<file path="src/rtl/bfp16_mult_pipe.sv">
// LANES-wide BF16 multiplier with RNE/RTZ rounding, DAZ inputs, flush-to-zero outputs and sticky flags.
// Fixed 3-cycle latency; the whole pipe stalls as one unit while a result waits and out_ready is low.
module bfp16_mult_pipe #(
  parameter int LANES = 4
) (
  input  logic                 clk,
  input  logic                 rst,
  input  logic                 in_valid,
  output logic                 in_ready,
  input  logic [16*LANES-1:0]  in_a,
  input  logic [16*LANES-1:0]  in_b,
  input  logic                 in_rnd,
  output logic                 out_valid,
  input  logic                 out_ready,
  output logic [16*LANES-1:0]  out_o,
  output logic [4*LANES-1:0]   out_exc,
  output logic [3:0]           flags,
  input  logic                 flags_clear
);

  localparam int LATENCY = 3;

  localparam logic [1:0] CLS_NORM = 2'd0;
  localparam logic [1:0] CLS_NAN  = 2'd1;
  localparam logic [1:0] CLS_INF  = 2'd2;
  localparam logic [1:0] CLS_ZERO = 2'd3;

  typedef struct packed {
    logic        sign;
    logic [1:0]  cls;
    logic        inv;
    logic [9:0]  esum;
    logic [15:0] prod;
  } s1_t;

  typedef struct packed {
    logic        sign;
    logic [1:0]  cls;
    logic        inv;
    logic [9:0]  expo;
    logic [7:0]  mant;
    logic        g;
    logic        r;
    logic        st;
  } s2_t;

  logic                 adv;
  logic [LATENCY-1:0]   vld_q;
  logic [1:0]           rnd_q;
  logic [16*LANES-1:0]  out_d;
  logic [16*LANES-1:0]  out_q;
  logic [4*LANES-1:0]   exc_d;
  logic [4*LANES-1:0]   exc_q;
  logic [3:0]           exc_or;
  logic [3:0]           flags_d;
  logic [3:0]           flags_q;

  assign out_valid = vld_q[LATENCY-1];
  assign in_ready  = ~out_valid | out_ready;
  assign adv       = in_ready;
  assign out_o     = out_q;
  assign out_exc   = exc_q;
  assign flags     = flags_q;

  for (genvar i = 0; i < LANES; i++) begin : g_lane
    logic [15:0] a;
    logic [15:0] b;
    logic        a_nan, a_inf, a_zero;
    logic        b_nan, b_inf, b_zero;
    logic        inv;
    s1_t         s1_d, s1_q;
    s2_t         s2_d, s2_q;
    logic        up;
    logic        carry;
    logic [8:0]  m9;
    logic [6:0]  frac;
    logic [9:0]  expf;
    logic [15:0] res;
    logic [3:0]  exc;

    assign a      = in_a[16*i +: 16];
    assign b      = in_b[16*i +: 16];
    assign a_nan  = (a[14:7] == 8'hFF) && (a[6:0] != 7'd0);
    assign a_inf  = (a[14:7] == 8'hFF) && (a[6:0] == 7'd0);
    assign a_zero = (a[14:7] == 8'h00);
    assign b_nan  = (b[14:7] == 8'hFF) && (b[6:0] != 7'd0);
    assign b_inf  = (b[14:7] == 8'hFF) && (b[6:0] == 7'd0);
    assign b_zero = (b[14:7] == 8'h00);
    assign inv    = (a_inf & b_zero) | (b_inf & a_zero);

    // Subnormal inputs share the zero class (exp == 0), so inf x subnormal is invalid too.
    always_comb begin
      s1_d.sign = a[15] ^ b[15];
      s1_d.inv  = inv;
      if (a_nan | b_nan | inv)  s1_d.cls = CLS_NAN;
      else if (a_inf | b_inf)   s1_d.cls = CLS_INF;
      else if (a_zero | b_zero) s1_d.cls = CLS_ZERO;
      else                      s1_d.cls = CLS_NORM;
      s1_d.esum = {2'b00, a[14:7]} + {2'b00, b[14:7]};
      s1_d.prod = 16'({1'b1, a[6:0]}) * 16'({1'b1, b[6:0]});
    end

    always_comb begin
      s2_d.sign = s1_q.sign;
      s2_d.cls  = s1_q.cls;
      s2_d.inv  = s1_q.inv;
      s2_d.expo = s1_q.esum - 10'd127 + {9'd0, s1_q.prod[15]};
      if (s1_q.prod[15]) begin
        s2_d.mant = s1_q.prod[15:8];
        s2_d.g    = s1_q.prod[7];
        s2_d.r    = s1_q.prod[6];
        s2_d.st   = |s1_q.prod[5:0];
      end else begin
        s2_d.mant = s1_q.prod[14:7];
        s2_d.g    = s1_q.prod[6];
        s2_d.r    = s1_q.prod[5];
        s2_d.st   = |s1_q.prod[4:0];
      end
    end

    // Rounding carry-out leaves mantissa 1.0000000 and bumps the exponent before the range check.
    always_comb begin
      up    = ~rnd_q[1] & s2_q.g & (s2_q.r | s2_q.st | s2_q.mant[0]);
      m9    = {1'b0, s2_q.mant} + {8'd0, up};
      carry = m9[8];
      frac  = carry ? m9[7:1] : m9[6:0];
      expf  = s2_q.expo + {9'd0, carry};
      res   = {s2_q.sign, expf[7:0], frac};
      exc   = {3'b000, s2_q.g | s2_q.r | s2_q.st};
      case (s2_q.cls)
        CLS_NAN: begin
          res = 16'h7FC0;
          exc = {s2_q.inv, 3'b000};
        end
        CLS_INF: begin
          res = {s2_q.sign, 15'h7F80};
          exc = 4'b0000;
        end
        CLS_ZERO: begin
          res = {s2_q.sign, 15'h0000};
          exc = 4'b0000;
        end
        default: begin
          if ($signed(expf) >= 10'sd255) begin
            res = {s2_q.sign, rnd_q[1] ? 15'h7F7F : 15'h7F80};
            exc = 4'b0101;
          end else if ($signed(expf) <= 10'sd0) begin
            res = {s2_q.sign, 15'h0000};
            exc = 4'b0011;
          end
        end
      endcase
    end

    assign out_d[16*i +: 16] = res;
    assign exc_d[4*i +: 4]   = exc;

    always_ff @(posedge clk) begin
      if (adv) begin
        s1_q <= s1_d;
        s2_q <= s2_d;
      end
    end
  end

  // A clear coinciding with a transfer still keeps that transfer's bits.
  always_comb begin
    exc_or = 4'b0000;
    for (int i = 0; i < LANES; i++) exc_or = exc_or | exc_q[4*i +: 4];
    flags_d = flags_clear ? 4'b0000 : flags_q;
    if (out_valid && out_ready) flags_d = flags_d | exc_or;
  end

  always_ff @(posedge clk) begin
    if (rst) begin
      vld_q   <= '0;
      rnd_q   <= '0;
      out_q   <= '0;
      exc_q   <= '0;
      flags_q <= '0;
    end else begin
      flags_q <= flags_d;
      if (adv) begin
        vld_q <= {vld_q[LATENCY-2:0], in_valid};
        rnd_q <= {rnd_q[0], in_rnd};
        if (vld_q[LATENCY-2]) begin
          out_q <= out_d;
          exc_q <= exc_d;
        end
      end
    end
  end

endmodule

</file>
<file path="config.mk">
export PLATFORM = sky130hd
export DESIGN_NAME = bfp16_mult_pipe
export DESIGN_NICKNAME = d
export VERILOG_FILES = /design/src/rtl/bfp16_mult_pipe.sv
export SDC_FILE = /design/constraint.sdc
export NUM_CORES = 1
export LEC_CHECK = 0
export CAP_MARGIN = 10
export CORE_MARGIN = 4
export CORE_UTILIZATION = 50
export CTS_BUF_LIST = sky130_fd_sc_hd__clkbuf_4 sky130_fd_sc_hd__clkbuf_8
export CTS_CLUSTER_DIAMETER = 80
export DETAILED_ROUTE_END_ITERATION = 8
export PLACE_DENSITY = 0.81
export SLEW_MARGIN = 20
export SYNTH_ARGS = -nofsm -noshare
export SYNTH_HDL_FRONTEND = slang
export SYNTH_SLANG_ARGS = --single-unit
</file>
<file path="constraint.sdc">
create_clock -name clk -period 5.02 [get_ports clk]
set_input_delay 1.004 -clock clk [delete_from_list [all_inputs] [get_ports clk]]
set_output_delay 1.004 -clock clk [all_outputs]
set_load 0.03 [all_outputs]
</file>
==> results.toml <==
[finish]
final_net_count = 3179
area_delta_synth_final_pct = 21.9
drive_gt1_share_pct = 12.8
multi_input_area_um2 = 13800
seqCellArea_um2 = 8270
n_fill_cell = 3662

[worst_hold_path]
holdPathStages = 0
hold_path_class = "reg2reg"
min_to = "g_lane[2].s2_q[23]"
min_from = "g_lane[2].s1_q[28]"

[yosys]
yosys.area.top_type = "edfxtp_1"
netlist_top_cells_area = "edfxtp_1 (28%), fa_1 (13%), ha_1 (11%), dfxtp_1 (7.6%), inv_1 (4.8%)"
synthArstFlopShare_pct = 0
synth.most_common_cell = "inv_1"
synth_area_um2 = 23400
synth.distinct_cells = 95
synth-seq-cells = 305
seq_area_frac_synth_pct = 35.4
yosys_warnings = 0
synth-edff-count = 216
synth_ff_type = "edfxtp_1"
syn_nets = 2804
yosys.area.top_type_share_pct = 27.8
yosys-top-cells-count = "inv_1 (301), edfxtp_1 (216), ha_1 (208)"
synth_cells = 2314
syn_area_per_cell_um2 = 10.1

[global_route]
grt_overflow = 0
grt_pass1_vias = 19121
grt_pass1_wl_um = 90700
grt_start_max_net_pins = 161
antenna_found_initial = 2
grt.total_usage_pct = 21.7

[timing]
slew_headroom_pct = 37.9
finClkSkew_ps = 17.0
hold_viol = 0
tightest_slew_ps = 920
min_period_ps = 4890
fmax_ghz = 0.204
finalMaxSlewViolations = 0
setup_viol = 0
setup-tns-final_ps = 0
setup_ws_ps = 128
fin_crit_sh_pct = 97.5

[critical_path]
rr_endpoint = "out_o[55]"
reg2reg_slack_ps = 660
critPathKind = "in2reg"
worst-endpoint-arrival_ps = 5210
end_kind = "register"
reg2reg_depth = 15
crit_path_max_fanout = 2
start_kind = "input port"
worstReg2RegStart = "rnd_q[1]"
required_ps = 5340

[drt]
route.vias.total = 18164
drt_iter0_drc = 1201
viasPerCell = 5.46
first_pass_iters = 5
drc = 0
finalWirelength_um = 55400
antenna_left = 0
routedWlPerCell_um = 16.7

[floorplan]
die-area_um2 = 50200
start_util_pct = 51.0
die_height_um = 224
die_w_um = 224
io_pins = 220
rows = 78
coreArea_um2 = 45800

[pwr]
power.density_nw_per_um2 = 410
peakVddDrop_mv = 0.258
leakagePower_nw = 12.3

[placed_design]
routabilityCongestion = 0.902
place_worst_setup_slack_ps = -673
io_buffers = 219
hpwl_um = 44000

[clock_network]
ctsRootBufferMaster = "clkbuf_8"
cts_buffers = 48
clk-insertion-delay-late_ps = 580
clk_pin_slew_ps = 70
cts_tree = "built"
clock-sinks = 305
clock_path_buffers = 3
htree_levels = 2
cts.hold.buffers_added = 0

[job]
max-cap-violations = 0

[run_status]
status = "finished clean"
==> metal layers <==
layer / vias to the layer above / global-route usage, % / routed length (µm)
met1: 8839 / 25.7 / 22300
met4: 0 / 6.38 / 1300
met2: 453 / 39.8 / 28200
li1: 8777 / - / -
met5: - / 0 / 0
met3: 95 / 4.36 / 3640
==> kinds of logic (layout without fill, tap and decap cells) <==
family | after synthesis | after routing | synth area share (%)
xor+xnor | 142 | 142 | 5.36
mux | 41 | 41 | 2.01
flops | 305 | 305 | 35.4
other cells | 0 | 2 | 0
buf+inv | 359 | 771 | 6.01
compound gates | 362 | 362 | 10.4
simple gates | 749 | 749 | 17.0
fa+ha+maj | 356 | 356 | 23.8
==> stage by stage <==
step	total power, W	std cells	util, %	instance area, µm²	hold slack (ps)
6_report	0.0117	3328	62.2	28500	417
5_1_grt	0.0126	3328	62.2	28500	423
4_1_cts	0.0117	3325	61.9	28300	415
3_5_place_dp	0.00935	3238	59.6	27300	407
3_3_place_gp	0.00911	3238	59.6	27300	406
2_1_floorplan	0.00765	2314	-	23400	400
==> what timing repair did <==
action / CTS / global route
gates resized for setup: 1 / 37
endpoints found under the setup margin: 2 / 14
setup buffers: 0 / 1
pin swaps: 0 / 9
==> registers in the layout, indices dropped and copies added, names as in the netlist <==
register     cells
g_lane.s2_q    100
flags            4
g_lane.s1_q    116
rnd_q            2
out_o           64
vld_q            3
out_exc         16
==> layout make-up <==
| cell class | count | area share, % |
|---|---|---|
| Inverter | 302 | 4.01 |
| Clock buffer | 79 | 3.40 |
| Clock inverter | 8 | 0.321 |
| Antenna cell | 2 | 0.0176 |
| Sequential cell | 305 | 29.0 |
| Multi-Input combinational cell | 1650 | 48.3 |
| Timing Repair Buffer | 382 | 12.2 |
| Tap cell | 600 | 2.64 |
==> how the worst max path moves through the flow <==
| stage | startpoint | end | slack (ps) | cells after the start |
|---|---|---|---|---|
| detailed placement | in_a[49] | g_lane[3].s1_q[15] | -670 | 16 |
| global placement | in_a[49] | g_lane[3].s1_q[15] | -580 | 16 |
| CTS | in_a[49] | g_lane[3].s1_q[15] | 30 | 16 |
| floorplan | in_a[19] | g_lane[1].s1_q[15] | 7 | 16 |
| finish | in_a[36] | g_lane[2].s1_q[15] | 130 | 17 |
| global route | in_a[36] | g_lane[2].s1_q[15] | -4 | 17 |
==> placed cells by master, fill, tap and decap left out, types with 19 or more instances in the layout <==
cell and instances:
inv_1 299, edfxtp_1 216, ha_1 207, clkdlybuf4s50_1 196, nand2_1 187, buf_4 163, fa_1 145, and2_1 139
nor2_1 123, a21oi_1 111, xnor2_1 102, dfxtp_1 89, clkbuf_8 60, nand3_1 49, o21ai_0 43, nand4_1 39
xor2_1 39, mux2_2 38, nor4_1 32, a31oi_1 32, nor3_1 30, nor2b_1 24, dlymetal6s2s_1 22, o21a_1 20
nand2b_1 19, clkbuf_4 19
==> critical path, stage by stage <==
cell             delay, ps
clkdlybuf4s50_1        420
and2_1                 160
fa_1                   510
inv_1                   50
fa_1                   470
inv_1                   50
fa_1                   530
inv_1                   60
fa_1                   530
inv_1                   60
ha_4                   230
o21a_1                 100
o31a_1                 110
o41a_1                 400
a211oi_2               300
a21oi_2                 90
xnor2_1                130
==> power by group <==
group	switching, W	leakage (nW)	total, W	internal (W)
Combinational	0.00252	8.74	0.00515	0.00263
Clock	0.000969	0.571	0.00229	0.00132
Sequential	0.000583	3.03	0.00424	0.00366
Note: power is estimated with default switching activity, not from simulation.
